===== config.mk =====
export PLATFORM = sky130hd
export DESIGN_NAME = dest_data_seq
export DESIGN_NICKNAME = d
export VERILOG_FILES = /design/src/rtl/dest_data_seq.sv
export SDC_FILE = /design/constraint.sdc
export NUM_CORES = 1
export LEC_CHECK = 0
export BUFFER_PORTS_ARGS = -buffer_cell sky130_fd_sc_hd__buf_2
export CAP_MARGIN = 15
export CELL_PAD_IN_SITES_DETAIL_PLACEMENT = 1
export CELL_PAD_IN_SITES_GLOBAL_PLACEMENT = 1
export CORE_MARGIN = 2
export CORE_UTILIZATION = 22
export CTS_CLUSTER_DIAMETER = 100
export DETAILED_ROUTE_END_ITERATION = 12
export PLACE_DENSITY = 0.92
export SYNTH_ARGS = -nofsm -noshare
export SYNTH_HDL_FRONTEND = slang
export SYNTH_SLANG_ARGS = --single-unit

===== constraint.sdc =====
create_clock -name aclk -period 4.9 [get_ports aclk]
set_input_delay 1.47 -clock aclk [delete_from_list [all_inputs] [get_ports aclk]]
set_output_delay 1.47 -clock aclk [all_outputs]
set_load 0.02 [all_outputs]

===== src/rtl/dest_data_seq.sv =====
// dest_data_seq: steers a merged AXI-Stream to one of N_DESTS outputs, one {pid,len,dest} entry at a time.
module dest_data_seq #(
  parameter int DATA_BITS = 64,
  parameter int N_DESTS = 1,
  parameter int PID_BITS = 4,
  parameter int BLEN_BITS = 8,
  // one spare code beyond N_DESTS-1 so out-of-range (drained) entries can be expressed
  localparam int N_DESTS_BITS = $clog2(N_DESTS + 1),
  localparam int MUX_BITS = PID_BITS + BLEN_BITS + N_DESTS_BITS
) (
  input  logic                   aclk,
  input  logic                   areset,
  input  logic                   s_mux_valid,
  output logic                   s_mux_ready,
  input  logic [MUX_BITS-1:0]    s_mux_data,
  input  logic                   s_axis_tvalid,
  output logic                   s_axis_tready,
  input  logic [DATA_BITS-1:0]   s_axis_tdata,
  input  logic [DATA_BITS/8-1:0] s_axis_tkeep,
  input  logic                   s_axis_tlast,
  output logic [N_DESTS-1:0]     m_axis_tvalid,
  input  logic [N_DESTS-1:0]     m_axis_tready,
  output logic [DATA_BITS-1:0]   m_axis_tdata,
  output logic [DATA_BITS/8-1:0] m_axis_tkeep,
  output logic                   m_axis_tlast,
  output logic [PID_BITS-1:0]    m_axis_tid
);
  typedef enum logic {ST_IDLE, ST_MUX} state_t;
  typedef struct packed {
    logic [PID_BITS-1:0]     pid;
    logic [BLEN_BITS-1:0]    len;
    logic [N_DESTS_BITS-1:0] dest;
  } mux_user_t;
  localparam logic [N_DESTS_BITS-1:0] N_DESTS_L = N_DESTS_BITS'(N_DESTS);
  state_t state_q, state_d;
  logic [N_DESTS_BITS-1:0] dest_q, dest_d;
  logic [PID_BITS-1:0] pid_q, pid_d;
  logic [BLEN_BITS-1:0] cnt_q, cnt_d;
  logic [N_DESTS-1:0] sel;
  mux_user_t ent;
  logic mux, in_rng, last, beat, load, unused_tlast;
  assign ent = mux_user_t'(s_mux_data);
  // beat boundaries come from the entry length, so the input tlast carries no information
  assign unused_tlast = s_axis_tlast;
  for (genvar i = 0; i < N_DESTS; i++) begin : g_sel
    assign sel[i] = dest_q == N_DESTS_BITS'(i);
  end
  always_ff @(posedge aclk) begin
    if (areset) begin
      state_q <= ST_IDLE;
      dest_q  <= '0;
      pid_q   <= '0;
      cnt_q   <= '0;
    end else begin
      state_q <= state_d;
      dest_q  <= dest_d;
      pid_q   <= pid_d;
      cnt_q   <= cnt_d;
    end
  end
  always_comb begin
    load    = s_mux_valid && s_mux_ready;
    state_d = load ? ST_MUX : (beat && last) ? ST_IDLE : state_q;
    dest_d  = load ? ent.dest : dest_q;
    pid_d   = load ? ent.pid : pid_q;
    cnt_d   = load ? ent.len : (beat && !last) ? cnt_q - BLEN_BITS'(1) : cnt_q;
  end
  always_comb begin
    mux           = state_q == ST_MUX;
    in_rng        = dest_q < N_DESTS_L;
    last          = cnt_q == '0;
    s_axis_tready = mux && (!in_rng || |(m_axis_tready & sel));
    beat          = s_axis_tvalid && s_axis_tready;
    s_mux_ready   = !mux || (beat && last);
    m_axis_tvalid = (mux && s_axis_tvalid) ? sel : '0;
    m_axis_tlast  = mux && last;
    m_axis_tid    = mux ? pid_q : '0;
    m_axis_tdata  = s_axis_tdata;
    m_axis_tkeep  = s_axis_tkeep;
  end
endmodule


==> metrics, run 1 <==
status complete, no violations; TritonCTS clock tree done; WP data required 3.43 ns; TritonCTS Buffers 3; Setup Viol. Count Final 0; Initial DRC Count 59; worst slew pin tran 0.870 ns; Post-Place Cells 203; synthesized instance count 177; max cap viols 0; layout cells sized above 1 0.323; fin cells 207; vias in the first global route 971; DRT Wirelength 3.02 mm; Netlist Area Pre-Place 1410 um^2; CTS clock-pin slew for the worst setup and hold paths 0.06 ns; routed wl met3 244 um; Max Clock Freq 0.265 GHz; commonest non-fill, non-tap cell in the layout buf_2; post-CTS sizing 0; fin crit period 3.77 ns; Synth Register Bits 14; Yosys Warn Count 0; Global Route Usage Sum 0.0828; Pleak 0.432 nW; Starting Density 0.224; Max FO, Critical Path 6; Core Region 6280 um^2; Chip Height 83.9 um; fin crit share 0.769; Pwr Total 0.341 mW; Syn Area/Cell 7.94 um^2; total clock sinks 14; PwrDens 305 nW/um^2; initial antenna violation count 0; highest metal used met4; Seq/Total Area, Yosys 0.199; Max-slew headroom 0.418; Syn Nets 269; VDD IR max 71.0 uV; Clock Path Buffers 2; post-route ant nets 0; post-synth cell types 38; routability-driven placement congestion ratio 0.784; NumNets Final 223; setup TNS 0 ns; largest net degree at the start of global routing 17; H-tree level count 1; total gr overflow 0; Post-CTS Setup Bufs 0; Critical Path Source Type input port; via count 924; endpoint class of the critical path primary output; root buf cell clkbuf_8; HP Class reg2reg; io pins 171; most frequent cells in the layout buf_2, nand2_1, dfxtp_1, a21oi_1, nor2_1; Port-buffer cells 25; placed instance area 1060 um^2; RSZ-0062 raised after global routing no; Worst Setup Path Type in2out; count of final hold-check violations 0; Post-route DRC 0; TritonRoute pass-1 iters 4; ANT cells 0; DP Wirelength 2.24 mm; clk_skew 0.00140 ns; Die Wd 83.9 um; data arrival time of the worst path 2.30 ns; clk_lat worst skew 0.25 ns; Die Area 7040 um^2; Layout area overhead -20.5%; Final Slew Violations 0; global-route wire length before repair 4.71 mm; met2 WL post-DR 1.40 mm; via/cell ratio 4.46; mean routed wirelength per cell 14.6 um; Finished Cell Area 1120 um^2; FP Rows 29; Post-CTS Hold Buffers 0; metal1 wirelength 1.19 mm
cells in the mapped netlist:
| master | instances | share of area |
|---|---|---|
| a2111oi_2 | 1 | 0.011 |
| a211oi_1 | 1 | 0.0053 |
| a211oi_2 | 4 | 0.036 |
| a21oi_1 | 12 | 0.043 |
| a311oi_1 | 1 | 0.0062 |
| a31o_2 | 2 | 0.012 |
| a31oi_1 | 2 | 0.0089 |
| a31oi_2 | 1 | 0.0089 |
| and2_1 | 5 | 0.022 |
| buf_2 | 1 | 0.0036 |
| buf_4 | 72 | 0.38 |
| buf_6 | 1 | 0.0080 |
| clkbuf_1 | 2 | 0.0053 |
| dfxtp_1 | 14 | 0.20 |
| ha_1 | 1 | 0.0089 |
| inv_1 | 5 | 0.013 |
| nand2_1 | 17 | 0.045 |
| nand3b_1 | 1 | 0.0053 |
| nand4_1 | 1 | 0.0045 |
| nor2_1 | 11 | 0.029 |
| nor2b_1 | 1 | 0.0045 |
| nor3_1 | 1 | 0.0036 |
| nor3_2 | 1 | 0.0071 |
| nor4_1 | 1 | 0.0045 |
| nor4_2 | 1 | 0.0089 |
| nor4b_4 | 1 | 0.017 |
| o2111ai_1 | 2 | 0.012 |
| o211a_1 | 1 | 0.0071 |
| o211ai_2 | 1 | 0.0089 |
| o21ai_0 | 2 | 0.0071 |
| o21ai_1 | 1 | 0.0036 |
| o21bai_1 | 1 | 0.0053 |
| o221ai_1 | 1 | 0.0062 |
| or2_1 | 1 | 0.0045 |
| or3_4 | 1 | 0.0080 |
| or3b_1 | 1 | 0.0062 |
| or4_1 | 1 | 0.0053 |
| xnor2_1 | 3 | 0.019 |
registers in the layout, summed over array words and instances (netlist names):
signal,flops
cnt_q,8
pid_q,4
dest_q,1
mux,1
worst max-delay path, cell delays in order:
cell,delay [ns]
buf_2,0.14
o21ai_0,0.36
o21ai_1,0.14
buf_2,0.19
through the flow:
| step | setup WS (ns) | util | hold WS (ns) |
|---|---|---|---|
| after floorplan | 1.48 | - | 0.432 |
| after global placement | 1.18 | 0.169 | 0.440 |
| after detailed placement | 1.15 | 0.169 | 0.444 |
| after CTS | 1.15 | 0.178 | 0.453 |
| after global routing | 1.03 | 0.178 | 0.471 |
| final | 1.13 | 0.178 | 0.448 |
cells by family after synthesis:
| kind of cell | Yosys count | synth area share |
|---|---|---|
| AO/OA/AOI/OAI | 33 | 0.182 |
| XOR/XNOR | 3 | 0.0187 |
| adder cells (fa/ha/maj) | 1 | 0.00890 |
| buffers and inverters | 81 | 0.415 |
| flip-flops | 14 | 0.199 |
| AND/OR/NAND/NOR | 45 | 0.176 |
where the power goes:
group	internal, mW	switching [mW]
sequential	0.124	0.0143
clock	0.0713	0.0446
combinational	0.0363	0.0510
routing by layer:
metal	vias to the layer above	GRT usage
li1	429	-
met1	438	0.0888
met2	32	0.129
met3	25	0.0237
met4	0	0.0777
met5	-	0
area by class of cell:
| cell class | instances | area [um^2] |
|---|---|---|
| repair buffers | 25 | 125 |
| well taps | 77 | 96.3 |
| multi-input cells | 82 | 542 |
| clock buffers | 4 | 55.1 |
| inverters | 5 | 18.8 |
| fillers | 761 | 5160 |
| flip-flops and latches | 14 | 280 |
worst paths after layout:
kind / startpoint / to / slack [ns] / depth (start not counted)
hold reg to reg: pid_q[0] / pid_q[0] / 0.45 / 2
setup reg to reg: cnt_q[0] / cnt_q[1] / 2.70 / 6
setup / recovery: m_axis_tready / s_mux_ready / 1.13 / 4
hold / removal: pid_q[0] / pid_q[0] / 0.45 / 2
No activity file was read; power rests on OpenSTA's default activity.
==> run 2: changes to the inputs <==
--- a/config.mk
+++ b/config.mk
@@ -10,10 +10,10 @@
 export CELL_PAD_IN_SITES_DETAIL_PLACEMENT = 1
 export CELL_PAD_IN_SITES_GLOBAL_PLACEMENT = 1
 export CORE_MARGIN = 2
-export CORE_UTILIZATION = 22
+export CORE_UTILIZATION = 20
 export CTS_CLUSTER_DIAMETER = 100
 export DETAILED_ROUTE_END_ITERATION = 12
-export PLACE_DENSITY = 0.92
+export PLACE_DENSITY = 0.85
 export SYNTH_ARGS = -nofsm -noshare
 export SYNTH_HDL_FRONTEND = slang
 export SYNTH_SLANG_ARGS = --single-unit
==> constraint.sdc (replaced) <==
create_clock -name aclk -period 3.7 [get_ports aclk]
set_input_delay 1.11 -clock aclk [delete_from_list [all_inputs] [get_ports aclk]]
set_output_delay 1.11 -clock aclk [all_outputs]
set_load 0.02 [all_outputs]
==> run 2 against run 1 <==
Final cell count increased by 10%. Register-to-register slack worse by 1.2 ns. Critical path type is now reg2out. Worst hold slack better by 0.0050 ns. Clock skew grew 0.0017 ns. Sequential power rose by 33%. Critical path depth is 2 higher.
==> metrics, run 2 (synthesis gave the netlist of run 1 again) <==
max cap viols 0 (unchanged); TritonCTS Buffers 3 (unchanged); fin crit period 3.09 ns; biggest regs cnt_q: 8 flops, pid_q: 4 flops (unchanged); TritonCTS clock tree done (unchanged); Crit Reg-Reg Startpoint cnt_q[0] (unchanged); fin crit share 0.836; Critical Path Source Type register (was input port); Int Pwr 0.310 mW (was 0.231 mW); Max-slew headroom 0.545 (was 0.418); clk_skew 0.00306 ns (was 0.00140 ns); share of total power in combinational logic 0.263 (was 0.256); count of final hold-check violations 0 (unchanged); Switching Share 0.326 (was 0.322); via count 903 (was 924); number of flip-flops in the largest register 8 (unchanged); Port-buffer cells 25 (unchanged); clk_lat worst skew 0.25 ns (about the same); Die Wd 87.8 um (was 83.9 um); Initial DRC Count 44 (was 59); DRT Wirelength 2.95 mm (was 3.02 mm); NumNets Final 225 (was 223); data arrival time of the worst path 1.98 ns (was 2.30 ns); Starting Density 0.207 (was 0.224); PwrDens 398 nW/um^2 (was 305 nW/um^2); fin cells 228 (was 207); Max FO, Critical Path 7 (was 6); Setup Viol. Count Final 0 (unchanged); P_sw 0.150 mW (was 0.110 mW); Pleak 0.442 nW (was 0.432 nW); Global Route Usage Sum 0.0783 (was 0.0828); Flop pwr share 0.398 (was 0.405); Post-Place Cells 224 (was 203); endpoint class of the critical path primary output (unchanged); Clock Path Buffers 2 (unchanged); Post-CTS Setup Bufs 0 (unchanged); initial antenna violation count 0 (unchanged); RSZ-0062 raised after global routing no (unchanged); CTS clock-pin slew for the worst setup and hold paths 0.06 ns (about the same); layout cells sized above 1 0.333 (was 0.323); fin util 0.170 (was 0.178); routability-driven placement congestion ratio 0.796 (was 0.784); largest net degree at the start of global routing 15 (was 17); H-tree level count 1 (unchanged); Clock power frac 0.340 (about the same); critical path's slowest cell nor4b_4 (was o21ai_0); Post-route DRC 0 (unchanged); most frequent cells in the layout buf_2, nand2_1, dfxtp_1, a21oi_1, nor2_1 (unchanged); setup TNS 0 ns (unchanged); status complete, no violations (unchanged); hold_ws 0.453 ns (was 0.448 ns); vias in the first global route 1019 (was 971); TritonRoute pass-1 iters 4 (unchanged); Max Clock Freq 0.323 GHz; root buf cell clkbuf_8 (unchanged); Chip Height 87.8 um (was 83.9 um); Die Area 7710 um^2 (was 7040 um^2); total clock sinks 14 (unchanged); io pins 171 (unchanged); post-CTS sizing 0 (unchanged); WP data required 2.59 ns (was 3.43 ns); global-route wire length before repair 4.66 mm (was 4.71 mm); FP Rows 30 (was 29); via/cell ratio 3.96 (was 4.46); slowest stage delay, CP 0.48 ns (was 0.36 ns); Top reg by flops cnt_q (unchanged); post-route ant nets 0 (unchanged); Layout area overhead -17.7% (was -20.5%); DP Wirelength 2.26 mm (was 2.24 mm); commonest non-fill, non-tap cell in the layout buf_2 (unchanged); worst slew pin tran 0.680 ns (was 0.870 ns); mean routed wirelength per cell 12.9 um (was 14.6 um); HP Class reg2reg (unchanged); Post-CTS Hold Buffers 0 (unchanged); crit path launch cnt_q[0] (was m_axis_tready); Worst Setup Path Type reg2out (was in2out); CP Cell Sequence inv_1 -> ha_1 -> nor4b_4 -> nand2_1 -> o21ai_1 -> buf_2 (was buf_2 -> o21ai_0 -> o21ai_1 -> buf_2); total gr overflow 0 (unchanged); Final Slew Violations 0 (unchanged); ANT cells 0 (unchanged); VDD IR max 81.4 uV (was 71.0 uV); Core Region 6790 um^2 (was 6280 um^2); hold_sp pid_q[2] (was pid_q[0])
-- run 2: changes by cell type in the layout (fill, tap and decap cells not counted) --
| cell | delta |
|---|---|
| buf_4 | +2 |
-- run 2: worst paths after layout --
check	end	slack (ns)	cells after the start
setup / recovery	s_mux_ready	0.61	6
hold / removal	pid_q[2]	0.45	2
hold reg to reg	pid_q[2]	0.45	2
setup reg to reg	cnt_q[4]	1.47	7
-- run 2: area by class of cell --
cell class | count | area (um^2)
fillers | 809 | 5640
multi-input cells | 82 | 542
flip-flops and latches | 14 | 280
repair buffers | 27 | 140
well taps | 96 | 120
clock buffers | 4 | 55.1
inverters | 5 | 18.8
-- run 2: metal layers --
layer | part of all wire | track usage
met1 | 0.42 | 0.0828
met2 | 0.47 | 0.133
met3 | 0.089 | 0.0358
met4 | 0.018 | 0.0364
met5 | 0 | 0
-- run 2: through the flow --
stage	setup WS, ns	instance area, um^2	total power, mW
after floorplan	0.996	1410	0.379
after global placement	0.689	1100	0.301
after detailed placement	0.676	1100	0.307
after CTS	0.621	1160	0.464
after global routing	0.463	1160	0.486
final	0.608	1160	0.460
-- run 2: worst max-delay path: cells and delay by family, from the launching register on --
kind / cells / cell delay (ns)
AO/OA/AOI/OAI: 1 / 0.18
adder cells (fa/ha/maj): 1 / 0.26
buffers and inverters: 2 / 0.27
flip-flops: 1 / 0.36
AND/OR/NAND/NOR: 2 / 0.65
-- run 2: power groups by stage --
stage               logic (mW)  clock network (mW)  registers (mW)
global route             0.133               0.168           0.186
detailed placement       0.120                   0           0.186
CTS                      0.122               0.160           0.183
floorplan                0.201                   0           0.179
finish                   0.121               0.156           0.183
global placement         0.116                   0           0.185
==> run 3: changes to the inputs <==
--- a/config.mk
+++ b/config.mk
@@ -5,6 +5,7 @@
 export SDC_FILE = /design/constraint.sdc
 export NUM_CORES = 1
 export LEC_CHECK = 0
+export ABC_AREA = 1
 export BUFFER_PORTS_ARGS = -buffer_cell sky130_fd_sc_hd__buf_2
 export CAP_MARGIN = 15
 export CELL_PAD_IN_SITES_DETAIL_PLACEMENT = 1
@@ -13,7 +14,7 @@
 export CORE_UTILIZATION = 20
 export CTS_CLUSTER_DIAMETER = 100
 export DETAILED_ROUTE_END_ITERATION = 12
-export PLACE_DENSITY = 0.85
+export PLACE_DENSITY = 0.86
 export SYNTH_ARGS = -nofsm -noshare
 export SYNTH_HDL_FRONTEND = slang
 export SYNTH_SLANG_ARGS = --single-unit
==> constraint.sdc (replaced) <==
create_clock -name aclk -period 2.95 [get_ports aclk]
set_input_delay 0.885 -clock aclk [delete_from_list [all_inputs] [get_ports aclk]]
set_output_delay 0.885 -clock aclk [all_outputs]
set_load 0.02 [all_outputs]
==> run 3 against run 2 <==
Clock power up 23%. First-iteration DRC count shrank 48%. Highest routed layer unchanged. Largest cell class unchanged. Combinational power is 34% higher.
==> metrics, run 3 <==
status complete, no violations (unchanged); setup TNS 0 ns (unchanged); layout cells sized above 1 0.262 (was 0.333); number of flip-flops in the largest register 8 (unchanged); Max Clock Freq 0.399 GHz; Layout area overhead -18.3% (was -17.7%); RSZ-0062 raised after global routing no (unchanged); placed instance area 1120 um^2 (was 1100 um^2); length in cells of the worst reg-to-reg path 12 (was 7); largest net degree at the start of global routing 22 (was 15); endpoint class of the critical path primary output (unchanged); TritonCTS clock tree done (unchanged); fin crit share 0.850; most frequent cells in the layout nand2_1, buf_2, nor2_1, inv_1, dfxtp_1 (was buf_2, nand2_1, dfxtp_1, a21oi_1, nor2_1); Synth area leader buf_4 (unchanged); worst slew pin tran 0.315 ns (was 0.680 ns); vias in the first global route 1076 (was 1019); count of final hold-check violations 0 (unchanged); TritonRoute pass-1 iters 3 (was 4); most common library cells after synthesis buf_4, nand2_1, nor2_1 (was buf_4, nand2_1, dfxtp_1); total gr overflow 0 (unchanged); post-synth cell types 24 (was 38); Int Pwr 0.386 mW (was 0.310 mW); max cap viols 0 (unchanged); H-tree level count 1 (unchanged); Setup Viol. Count Final 0 (unchanged); routability-driven placement congestion ratio 0.778 (was 0.796); Crit Reg-Reg Startpoint cnt_q[0] (unchanged); Switching Share 0.333 (was 0.326); Die Area 7890 um^2 (was 7710 um^2); io pins 171 (unchanged); Flop pwr share 0.387 (was 0.398); Chip Height 88.8 um (was 87.8 um); data arrival time of the worst path 1.62 ns (was 1.98 ns); post-CTS sizing 0 (unchanged); R2R Setup Slk 0.87 ns (was 1.47 ns); total clock sinks 14 (unchanged); CTS clock-pin slew for the worst setup and hold paths 0.07 ns (was 0.06 ns); Yosys top cell area share 0.376 (was 0.385); share of async-settable or async-resettable flops after synthesis 0 (unchanged); Clock power frac 0.333 (was 0.340); Final Slew Violations 0 (unchanged); Global Route Usage Sum 0.0799 (was 0.0783); top-count cell post-synth buf_4 (unchanged); Starting Density 0.209 (was 0.207); Port-buffer cells 25 (unchanged); commonest non-fill, non-tap cell in the layout nand2_1 (was buf_2); NumNets Final 257 (was 225); Clock Path Buffers 2 (unchanged); Initial DRC Count 23 (was 44); initial antenna violation count 0 (unchanged); Synth Register Bits 14 (unchanged); DP Wirelength 2.33 mm (was 2.26 mm); via count 980 (was 903); Finished Cell Area 1170 um^2 (was 1160 um^2); crit path launch cnt_q[0] (unchanged); fin crit period 2.51 ns; number of enable flip-flop cells after synthesis 0 (unchanged); hold depth 2 (unchanged); clk_lat worst skew 0.25 ns (about the same); mean routed wirelength per cell 11.7 um (was 12.9 um); Post-CTS Setup Bufs 0 (unchanged); root buf cell clkbuf_8 (unchanged); FP Rows 30 (unchanged); Yosys Warn Count 0 (unchanged); Die Wd 88.8 um (was 87.8 um); Main synth FF type dfxtp_1 (unchanged); ANT cells 0 (unchanged); Max-slew headroom 0.790 (was 0.545); Pleak 0.567 nW (was 0.442 nW); Critical Path Source Type register (unchanged); Post-CTS Hold Buffers 0 (unchanged); Syn Nets 302 (was 269); Top reg by flops cnt_q (unchanged); hold_sp pid_q[0] (was pid_q[2]); Post-route DRC 0 (unchanged); WHS Endpoint pid_q[0] (was pid_q[2]); HP Class reg2reg (unchanged); post-route ant nets 0 (unchanged); P_sw 0.192 mW (was 0.150 mW); Seq/Total Area, Yosys 0.195 (was 0.199); share of total power in combinational logic 0.280 (was 0.263); Core Region 6870 um^2 (was 6790 um^2); synthesized instance count 210 (was 177); Max FO, Critical Path 5 (was 7); TritonCTS Buffers 3 (unchanged); DRT Wirelength 3.03 mm (was 2.95 mm); PwrDens 492 nW/um^2 (was 398 nW/um^2); R2R Path End cnt_q[7] (was cnt_q[4]); Netlist Area Pre-Place 1440 um^2 (was 1410 um^2); biggest regs cnt_q: 8 flops, pid_q: 4 flops (unchanged); hold_ws 0.500 ns (was 0.453 ns); Syn Area/Cell 6.85 um^2 (was 7.94 um^2); VDD IR max 128 uV (was 81.4 uV); synth top area cells buf_4, dfxtp_1, nand2_1 (unchanged); global-route wire length before repair 4.93 mm (was 4.66 mm); clk_skew 0.00886 ns (was 0.00306 ns); via/cell ratio 3.77 (was 3.96); Worst Setup Path Type reg2out (unchanged); WP data required 2.07 ns (was 2.59 ns)
## run 3: changes by cell type in the layout (fill, tap and decap cells not counted), moves of 3 or more
cell / delta
nand2_1: +16
xnor2_1: -3
nand3_1: +13
inv_1: +13
a21oi_1: -7
a21oi_2: +3
o21ai_0: +4
and2_1: -5
xor2_1: +4
nand3b_1: +3
nor2_1: +10
a211oi_2: -4
## run 3: area by class of cell
class / count / area (um^2)
flip-flops and latches: 14 / 280
repair buffers: 26 / 133
inverters: 20 / 75.1
fillers: 852 / 5690
clock buffers: 4 / 55.1
multi-input cells: 100 / 512
well taps: 96 / 120
## run 3: worst max path at each step
stage	to
detailed placement	s_mux_ready
CTS	s_mux_ready
floorplan	m_axis_tvalid
global placement	s_mux_ready
global route	s_mux_ready
finish	s_mux_ready
## run 3: power by group through the flow
| stage | clock (mW) | combinational (mW) | sequential (mW) |
|---|---|---|---|
| 2_1_floorplan | 0 | 0.265 | 0.223 |
| 3_3_place_gp | 0 | 0.155 | 0.227 |
| 3_5_place_dp | 0 | 0.162 | 0.228 |
| 4_1_cts | 0.198 | 0.163 | 0.224 |
| 5_1_grt | 0.204 | 0.187 | 0.226 |
| 6_report | 0.192 | 0.162 | 0.224 |
## run 3: critical path, cell delays in order (launching register included)
cell and delay, ns:
dfxtp_1 0.32, inv_1 0.09, ha_1 0.28, nand2_1 0.10, nor2_2 0.20, nand2_1 0.12
nand2_4 0.09, buf_2 0.17
## run 3: logic make-up after synthesis
| kind of cell | share of synthesized area |
|---|---|
| compound gates | 0.0617 |
| xor+xnor | 0.0243 |
| fa+ha+maj | 0.00869 |
| buf+inv | 0.450 |
| flops | 0.195 |
| simple gates | 0.261 |
## run 3: per-stage QoR
stage	instances	util	setup slack [ns]	power, mW
after floorplan	210	-	0.685	0.489
after global placement	256	0.163	0.512	0.382
after detailed placement	256	0.163	0.486	0.390
after CTS	260	0.171	0.420	0.586
after global routing	260	0.171	0.336	0.617
final	260	0.171	0.442	0.578
## run 3: layer usage
metal  vias up  part of all wire  global-route usage
met5         -                 0                   0
met4         0             0.024              0.0331
met3        20             0.088              0.0345
met2        43              0.45               0.133
met1       438              0.44              0.0892
li1        479                 -                   -
